[config.mk]
export PLATFORM = sky130hd
export DESIGN_NAME = bsg_manycore_link_axil_slave_flat
export DESIGN_NICKNAME = d
export VERILOG_FILES = /design/src/rtl/bsg_manycore_link_to_axil_pkg.sv /design/src/rtl/bsg_manycore_link_axil_slave_if.sv /design/src/rtl/bsg_manycore_link_axil_slave.sv /design/src/flat_wrapper.sv
export SDC_FILE = /design/constraint.sdc
export NUM_CORES = 1
export LEC_CHECK = 0
export BUFFER_PORTS_ARGS = -buffer_cell sky130_fd_sc_hd__buf_2
export CAP_MARGIN = 20
export CORE_ASPECT_RATIO = 1.5
export CORE_UTILIZATION = 43
export CTS_BUF_LIST = sky130_fd_sc_hd__clkbuf_8
export CTS_CLUSTER_SIZE = 30
export DETAILED_ROUTE_END_ITERATION = 8
export PLACE_DENSITY = 0.83
export SYNTH_ARGS = -nofsm -noshare
export SYNTH_HDL_FRONTEND = slang
export SYNTH_SLANG_ARGS = --single-unit
export TNS_END_PERCENT = 20
[constraint.sdc]
create_clock -name clk_i -period 1.65 [get_ports clk_i]
set_input_delay 0.2475 -clock clk_i [delete_from_list [all_inputs] [get_ports clk_i]]
set_output_delay 0.2475 -clock clk_i [all_outputs]
set_load 0.02 [all_outputs]
[src/rtl/bsg_manycore_link_to_axil_pkg.sv]
// Shared definitions for the host-side manycore AXI-Lite link:
// register offsets, AXI response codes and the register decoder.
package bsg_manycore_link_to_axil_pkg;

  localparam logic [7:0] tx_data_offset_gp    = 8'h00;
  localparam logic [7:0] tx_credits_offset_gp = 8'h04;
  localparam logic [7:0] rx_data_offset_gp    = 8'h08;
  localparam logic [7:0] rx_status_offset_gp  = 8'h0C;

  localparam logic [1:0] axil_resp_okay_gp   = 2'b00;
  localparam logic [1:0] axil_resp_slverr_gp = 2'b10;
  localparam logic [1:0] axil_resp_decerr_gp = 2'b11;

  typedef enum logic [2:0] {
    e_reg_tx_data,
    e_reg_tx_credits,
    e_reg_rx_data,
    e_reg_rx_status,
    e_reg_none
  } link_reg_e;

  // Only the word index addr[4:2] selects a register; other bits alias.
  function automatic link_reg_e link_reg_decode(input logic [2:0] word_idx);
    link_reg_e r;
    r = e_reg_none;
    if (word_idx == tx_data_offset_gp[4:2])    r = e_reg_tx_data;
    if (word_idx == tx_credits_offset_gp[4:2]) r = e_reg_tx_credits;
    if (word_idx == rx_data_offset_gp[4:2])    r = e_reg_rx_data;
    if (word_idx == rx_status_offset_gp[4:2])  r = e_reg_rx_status;
    return r;
  endfunction

endpackage

[src/rtl/bsg_manycore_link_axil_slave_if.sv]
// AXI4-Lite bus bundle between the host master and the manycore link slave.
interface bsg_manycore_link_axil_slave_if #(
  parameter int axil_data_width_p = 32,
  parameter int axil_addr_width_p = 32
);
  logic [axil_addr_width_p-1:0]   awaddr;
  logic                           awvalid;
  logic                           awready;
  logic [axil_data_width_p-1:0]   wdata;
  logic [axil_data_width_p/8-1:0] wstrb;
  logic                           wvalid;
  logic                           wready;
  logic [1:0]                     bresp;
  logic                           bvalid;
  logic                           bready;
  logic [axil_addr_width_p-1:0]   araddr;
  logic                           arvalid;
  logic                           arready;
  logic [axil_data_width_p-1:0]   rdata;
  logic [1:0]                     rresp;
  logic                           rvalid;
  logic                           rready;

  modport slave (
    input  awaddr, awvalid, wdata, wstrb, wvalid, bready, araddr, arvalid, rready,
    output awready, wready, bresp, bvalid, arready, rdata, rresp, rvalid
  );

  modport master (
    output awaddr, awvalid, wdata, wstrb, wvalid, bready, araddr, arvalid, rready,
    input  awready, wready, bresp, bvalid, arready, rdata, rresp, rvalid
  );
endinterface

[src/rtl/bsg_manycore_link_axil_slave.sv]
// AXI4-Lite slave front end of the host manycore link: pushes TX words,
// pops RX words and reports TX credits / RX status through a 4-register map.
module bsg_manycore_link_axil_slave
  import bsg_manycore_link_to_axil_pkg::*;
#(
  parameter int axil_data_width_p   = 32,
  parameter int axil_addr_width_p   = 32,
  parameter int req_credits_width_p = 8
) (
  input  logic                           clk_i,
  input  logic                           reset_i,
  bsg_manycore_link_axil_slave_if.slave  s_axil,
  output logic [axil_data_width_p-1:0]   axil_req_o,
  output logic                           axil_req_v_o,
  input  logic                           axil_req_ready_i,
  input  logic [axil_data_width_p-1:0]   axil_rsp_i,
  input  logic                           axil_rsp_v_i,
  output logic                           axil_rsp_ready_o,
  input  logic [req_credits_width_p-1:0] req_credits_i
);

  typedef enum logic [1:0] {W_IDLE, W_PUSH, W_RESP} w_state_e;
  typedef enum logic [1:0] {R_IDLE, R_FETCH, R_RESP} r_state_e;

  w_state_e                     w_state_q, w_state_d;
  logic                         aw_latched_q, aw_latched_d;
  logic                         w_latched_q, w_latched_d;
  logic [2:0]                   waddr_q, waddr_d;
  logic [axil_data_width_p-1:0] wdata_q, wdata_d;
  logic [1:0]                   bresp_q, bresp_d;

  r_state_e                     r_state_q, r_state_d;
  logic [2:0]                   raddr_q, raddr_d;
  logic [axil_data_width_p-1:0] rdata_q, rdata_d;
  logic [1:0]                   rresp_q, rresp_d;

  logic awready, wready, arready, req_v, rsp_ready;
  logic unused_bits;

  assign unused_bits = ^{s_axil.awaddr[axil_addr_width_p-1:5], s_axil.awaddr[1:0],
                         s_axil.araddr[axil_addr_width_p-1:5], s_axil.araddr[1:0],
                         s_axil.wstrb};

  always_ff @(posedge clk_i) begin
    if (reset_i) begin
      w_state_q    <= W_IDLE;
      aw_latched_q <= 1'b0;
      w_latched_q  <= 1'b0;
      waddr_q      <= '0;
      wdata_q      <= '0;
      bresp_q      <= '0;
      r_state_q    <= R_IDLE;
      raddr_q      <= '0;
      rdata_q      <= '0;
      rresp_q      <= '0;
    end else begin
      w_state_q    <= w_state_d;
      aw_latched_q <= aw_latched_d;
      w_latched_q  <= w_latched_d;
      waddr_q      <= waddr_d;
      wdata_q      <= wdata_d;
      bresp_q      <= bresp_d;
      r_state_q    <= r_state_d;
      raddr_q      <= raddr_d;
      rdata_q      <= rdata_d;
      rresp_q      <= rresp_d;
    end
  end

  // Write side: AW and W are accepted independently, then one push cycle.
  always_comb begin
    w_state_d    = w_state_q;
    aw_latched_d = aw_latched_q;
    w_latched_d  = w_latched_q;
    waddr_d      = waddr_q;
    wdata_d      = wdata_q;
    bresp_d      = bresp_q;
    awready      = 1'b0;
    wready       = 1'b0;
    req_v        = 1'b0;
    axil_req_o   = '0;
    case (w_state_q)
      W_IDLE: begin
        awready = ~aw_latched_q;
        wready  = ~w_latched_q;
        if (awready && s_axil.awvalid) begin
          aw_latched_d = 1'b1;
          waddr_d      = s_axil.awaddr[4:2];
        end
        if (wready && s_axil.wvalid) begin
          w_latched_d = 1'b1;
          wdata_d     = s_axil.wdata;
        end
        if (aw_latched_d && w_latched_d) begin
          w_state_d    = W_PUSH;
          aw_latched_d = 1'b0;
          w_latched_d  = 1'b0;
        end
      end
      W_PUSH: begin
        w_state_d = W_RESP;
        if (link_reg_decode(waddr_q) == e_reg_tx_data) begin
          req_v      = axil_req_ready_i;
          axil_req_o = wdata_q;
          bresp_d    = axil_req_ready_i ? axil_resp_okay_gp : axil_resp_slverr_gp;
        end else begin
          bresp_d = axil_resp_decerr_gp;
        end
      end
      W_RESP: begin
        if (s_axil.bready) w_state_d = W_IDLE;
      end
      default: w_state_d = W_IDLE;
    endcase
  end

  // Read side: every register is sampled in the fetch cycle, not at AR.
  always_comb begin
    r_state_d = r_state_q;
    raddr_d   = raddr_q;
    rdata_d   = rdata_q;
    rresp_d   = rresp_q;
    arready   = 1'b0;
    rsp_ready = 1'b0;
    case (r_state_q)
      R_IDLE: begin
        arready = 1'b1;
        if (s_axil.arvalid) begin
          raddr_d   = s_axil.araddr[4:2];
          r_state_d = R_FETCH;
        end
      end
      R_FETCH: begin
        r_state_d = R_RESP;
        rdata_d   = '0;
        rresp_d   = axil_resp_okay_gp;
        case (link_reg_decode(raddr_q))
          e_reg_tx_credits: rdata_d = axil_data_width_p'(req_credits_i);
          e_reg_rx_data: begin
            rsp_ready = axil_rsp_v_i;
            if (axil_rsp_v_i) rdata_d = axil_rsp_i;
            else              rresp_d = axil_resp_slverr_gp;
          end
          e_reg_rx_status:  rdata_d[0] = axil_rsp_v_i;
          default:          rresp_d = axil_resp_decerr_gp;
        endcase
      end
      R_RESP: begin
        if (s_axil.rready) r_state_d = R_IDLE;
      end
      default: r_state_d = R_IDLE;
    endcase
  end

  // Handshake-side outputs are forced low while reset is held.
  assign s_axil.awready = awready & ~reset_i;
  assign s_axil.wready  = wready & ~reset_i;
  assign s_axil.arready = arready & ~reset_i;
  assign axil_req_v_o   = req_v & ~reset_i;
  assign axil_rsp_ready_o = rsp_ready & ~reset_i;

  assign s_axil.bvalid = (w_state_q == W_RESP);
  assign s_axil.bresp  = bresp_q;
  assign s_axil.rvalid = (r_state_q == R_RESP);
  assign s_axil.rdata  = rdata_q;
  assign s_axil.rresp  = rresp_q;

endmodule
[src/flat_wrapper.sv]
// flat-port wrapper written by rule: the top's interface ports become plain ports
module bsg_manycore_link_axil_slave_flat import bsg_manycore_link_to_axil_pkg::*;
#(
  parameter int axil_data_width_p   = 32,
  parameter int axil_addr_width_p   = 32,
  parameter int req_credits_width_p = 8
)
  (clk_i, reset_i, axil_req_o, axil_req_v_o, axil_req_ready_i, axil_rsp_i, axil_rsp_v_i, axil_rsp_ready_o, req_credits_i, s_axil_awaddr, s_axil_awvalid, s_axil_wdata, s_axil_wstrb, s_axil_wvalid, s_axil_bready, s_axil_araddr, s_axil_arvalid, s_axil_rready, s_axil_awready, s_axil_wready, s_axil_bresp, s_axil_bvalid, s_axil_arready, s_axil_rdata, s_axil_rresp, s_axil_rvalid);
  bsg_manycore_link_axil_slave_if #(.axil_data_width_p(axil_data_width_p), .axil_addr_width_p(axil_addr_width_p)) s_axil_i ();
  input  logic clk_i;
  input  logic reset_i;
  output logic [axil_data_width_p-1:0] axil_req_o;
  output logic axil_req_v_o;
  input  logic axil_req_ready_i;
  input  logic [axil_data_width_p-1:0] axil_rsp_i;
  input  logic axil_rsp_v_i;
  output logic axil_rsp_ready_o;
  input  logic [req_credits_width_p-1:0] req_credits_i;
  input wire logic [$bits(s_axil_i.awaddr)-1:0] s_axil_awaddr;
  input wire logic [$bits(s_axil_i.awvalid)-1:0] s_axil_awvalid;
  input wire logic [$bits(s_axil_i.wdata)-1:0] s_axil_wdata;
  input wire logic [$bits(s_axil_i.wstrb)-1:0] s_axil_wstrb;
  input wire logic [$bits(s_axil_i.wvalid)-1:0] s_axil_wvalid;
  input wire logic [$bits(s_axil_i.bready)-1:0] s_axil_bready;
  input wire logic [$bits(s_axil_i.araddr)-1:0] s_axil_araddr;
  input wire logic [$bits(s_axil_i.arvalid)-1:0] s_axil_arvalid;
  input wire logic [$bits(s_axil_i.rready)-1:0] s_axil_rready;
  output wire logic [$bits(s_axil_i.awready)-1:0] s_axil_awready;
  output wire logic [$bits(s_axil_i.wready)-1:0] s_axil_wready;
  output wire logic [$bits(s_axil_i.bresp)-1:0] s_axil_bresp;
  output wire logic [$bits(s_axil_i.bvalid)-1:0] s_axil_bvalid;
  output wire logic [$bits(s_axil_i.arready)-1:0] s_axil_arready;
  output wire logic [$bits(s_axil_i.rdata)-1:0] s_axil_rdata;
  output wire logic [$bits(s_axil_i.rresp)-1:0] s_axil_rresp;
  output wire logic [$bits(s_axil_i.rvalid)-1:0] s_axil_rvalid;
  assign s_axil_i.awaddr = s_axil_awaddr;
  assign s_axil_i.awvalid = s_axil_awvalid;
  assign s_axil_i.wdata = s_axil_wdata;
  assign s_axil_i.wstrb = s_axil_wstrb;
  assign s_axil_i.wvalid = s_axil_wvalid;
  assign s_axil_i.bready = s_axil_bready;
  assign s_axil_i.araddr = s_axil_araddr;
  assign s_axil_i.arvalid = s_axil_arvalid;
  assign s_axil_i.rready = s_axil_rready;
  assign s_axil_awready = s_axil_i.awready;
  assign s_axil_wready = s_axil_i.wready;
  assign s_axil_bresp = s_axil_i.bresp;
  assign s_axil_bvalid = s_axil_i.bvalid;
  assign s_axil_arready = s_axil_i.arready;
  assign s_axil_rdata = s_axil_i.rdata;
  assign s_axil_rresp = s_axil_i.rresp;
  assign s_axil_rvalid = s_axil_i.rvalid;
  bsg_manycore_link_axil_slave #(.axil_data_width_p(axil_data_width_p), .axil_addr_width_p(axil_addr_width_p), .req_credits_width_p(req_credits_width_p)) u_core (.clk_i(clk_i), .reset_i(reset_i), .s_axil(s_axil_i), .axil_req_o(axil_req_o), .axil_req_v_o(axil_req_v_o), .axil_req_ready_i(axil_req_ready_i), .axil_rsp_i(axil_rsp_i), .axil_rsp_v_i(axil_rsp_v_i), .axil_rsp_ready_o(axil_rsp_ready_o), .req_credits_i(req_credits_i));
endmodule
==> impl_metrics.csv <==
group,metric,value,unit
outcome,status,"finished with violations",
outcome,violations,"negative setup slack",
final_layout,final_cell_mix,"buf_2 (128), dfxtp_1 (76), nand2_1 (65), nor2_1 (39), a21oi_1 (37)",
final_layout,fin_util,64.9,%
timing,finalSetupViolations,34,
global_routing,grt_pass1_vias,3107,
pwr,switching_share,25.3,%
detailed_routing,wl,9690,µm
detailed_routing,dr.first_iter.drc_count,196,
timing,hold_viol,0,
synth,yosys.area_share.simple,26.5,%
timing,fmax,0.546,GHz
worst_setup_path,path_buf_inv,3,
synth,synth_fp_nets,524,
die,core.rowCount,38,
clocking,clock_latency,0.34,ns
detailed_routing,drc,0,
synth,ys.flop_type,"dfxtp_1",
final_layout,drive_gt1_share,41.6,%
worst_setup_path,path_max_fanout,9,
synth,synthMuxAreaShare,2.18,%
clocking,cts_inserted_buffers,9,
global_routing,grt_overflow,0,
final_layout,fin_area,4750,µm²
worst_setup_path,critical_path_class,"reg -> out",
synth,yosysTopAreaCellShare,48.9,%
synth,ys_seq_elements,80,
pwr,p_seq_share,47.7,%
synth,synthAdderAreaFrac,0,%
final_layout,nets,685,
final_layout,areaGrowthSynthToFinish,45.1,%
worst_setup_path,timing.critical_path.cells,"nand2b_4 > nor4_4 > buf_4 > clkbuf_16 > and2_4 > buf_6",
die,die_h,109,µm
worst_setup_path,crit_path_top_delay_cell,"dfxtp_2",
pwr,vdd_drop_max,505,µV
job,cap_violations,0,
synth,netlist_area,3270,µm²
detailed_routing,postRouteAntennaNets,0,
timing,fin_tns_setup,-5.15,ns
worst_setup_path,cp_data_required_time,1.40,ns
pwr,p_int,0.00326,W
pwr,switchingPower,0.00111,W
timing,setup_slack,-0.180,ns
synth,synth_top_family_by_area,"simple AND/OR/NAND/NOR gates",
die,core,7320,µm²
synth,synthXorXnorAreaFrac,0.267,%
global_routing,grt_usage,22.6,%
synth,ys_top_cells_by_area,"dfxtp_1 (49%), nand2_1 (7.5%), a32oi_1 (6.7%)",
synth,ys_types,32,
detailed_routing,viasPerCell,5.32,
worst_setup_path,cpLargestDelayFamily,"simple AND/OR/NAND/NOR gates",
synth,ys_seq_area_share,48.9,%
placed_design,place_area,4200,µm²
synth,yosysWarnings,0,
synth,synth_edf_count,0,
final_layout,diodes,0,
timing,skew,0.00520,ns
final_layout,final_common_cell,"buf_2",
timing,rsz0062_at_grt,"true",
pwr,clock_power_share,37.2,%
synth,synth_compound_area_share,17.0,%
die,die-area,7980,µm²
worst_setup_path,r2r_slack,0.12,ns
final_layout,nFillCells,573,
timing,maxSlewHeadroom,55.9,%
synth,synth_area_leader_cell,"dfxtp_1",
global_routing,grt_first_pass_wirelength,14100,µm
clocking,clock-root-buffer,"clkbuf_8",
min_path,hp-class,"in -> reg",
timing,max_slew.worst_pin.slew,0.656,ns
worst_setup_path,cp.arrival,1.58,ns
worst_setup_path,crit_start,"u_core.w_state_q[1]",
worst_setup_path,start_kind,"flip-flop",
detailed_routing,firstDrtPassIters,5,
worst_setup_path,r2r-start,"u_core.w_state_q[1]",
timing,timing.hold.ws,0.113,ns
timing,slew_viol_final,0,
synth,avgSynthCellArea,8.73,µm²
clocking,cts_num_sinks,80,
min_path,min_from,"axil_req_ready_i",
detailed_routing,via_count,3411,
die,initial_core_util,44.7,%
worst_setup_path,slowest_delay,0.33,ns
timing,finalCriticalPeriod,1.83,ns
synth,async_flop_share,0,%
placed_design,dp_slack,0.146,ns
clocking,clockBufferDepth,2,
pwr,combPwrFrac,15.1,%
global_routing,grt_max_degree,33,
clocking,cts.clk_slew.worst_paths,0.07,ns
synth,syn_inst,375,
pwr,p_leak,2.17,nW
global_routing,antenna_found_initial,0,
detailed_routing,wl_per_cell,15.1,µm
clocking,cts_tree,"done",
clocking,h-tree-depth,3,
die,ios,224,
placed_design,gp_congestion,0.764,
die,die_x,73.3,µm
placed_design,dp_hpwl,6190,µm
pwr,powerDensity,920,nW/µm²
worst_setup_path,setup.worst_path.end_class,"output port",
placed_design,port_buffers,161,
timing,min_period_over_period,111,%
## cell usage after synthesis (2+ instances only)
master	instances
buf_1	3
and3b_1	2
buf_6	4
buf_2	11
mux2i_1	6
nor3_1	8
a21oi_1	37
nor4b_2	2
nor3b_1	2
nand3_1	7
and2_1	33
nand2b_1	4
nand2_1	65
o2bb2ai_1	7
a32oi_1	25
nor2b_1	5
dfxtp_1	80
nor4_1	2
clkbuf_1	15
nor2_1	39
a22o_1	7
## power groups by stage
stage | logic (W) | registers (W) | clock network (W)
2_1_floorplan | 0.000366 | 0.00212 | 0
3_3_place_gp | 0.000582 | 0.00212 | 0
3_5_place_dp | 0.000598 | 0.00212 | 0
4_1_cts | 0.000630 | 0.00208 | 0.00165
5_1_grt | 0.000717 | 0.00210 | 0.00173
6_report | 0.000658 | 0.00209 | 0.00163
## metal layers
layer | part of all wire (%) | track usage (%)
met1 | 39 | 25.3
met2 | 52 | 40.1
met3 | 8.2 | 4.99
met4 | 1.5 | 10.4
met5 | 0 | 0
## per-stage QoR
stage	power, W	std cells
detailed placement	0.00272	620
global placement	0.00270	620
global route	0.00454	641
floorplan	0.00249	375
CTS	0.00436	638
finish	0.00437	641
## flip-flops by register name, indices dropped and copies added (netlist names)
| signal | count |
|---|---|
| u_core.raddr_q | 3 |
| u_core.r_state_q | 2 |
| u_core.aw_latched_q | 1 |
| u_core.s_axil.rresp | 2 |
| u_core.s_axil.rdata | 32 |
| u_core.wdata_q | 32 |
| u_core.w_latched_q | 1 |
| u_core.waddr_q | 3 |
| u_core.w_state_q | 2 |
| u_core.s_axil.bresp | 2 |
## path summary, 6_finish.rpt
path	end	cells after the start
hold / removal	u_core.s_axil.bresp[1]	2
setup reg to reg	u_core.wdata_q[29]	5
hold reg to reg	u_core.wdata_q[22]	2
setup / recovery	axil_req_o[21]	6
## cell families after synthesis
kind of cell / after synthesis
compound gates: 80
flops: 80
mux: 7
simple gates: 174
xor+xnor: 1
buf+inv: 33
## final cells by class
| type | count | area, µm² | area share [%] |
|---|---|---|---|
| multi-input cells | 262 | 1560 | 32.8 |
| flip-flops and latches | 80 | 1610 | 33.9 |
| well taps | 100 | 125 | 2.63 |
| repair buffers | 183 | 1220 | 25.7 |
| clock buffers | 15 | 206 | 4.35 |
| clock inverters | 1 | 30.0 | 0.632 |
## timing repair
| action | 4_1_cts | 5_1_grt |
|---|---|---|
| hold endpoints to repair | 0 | 0 |
| resized for setup | 56 | 31 |
| gates cloned | 1 | 1 |
| buffers inserted | 1 | 2 |
| pin swaps | 0 | 7 |
| hold buffers | 0 | 0 |
| setup endpoints to repair | 36 | 35 |
(Power assumes the default switching activity.)
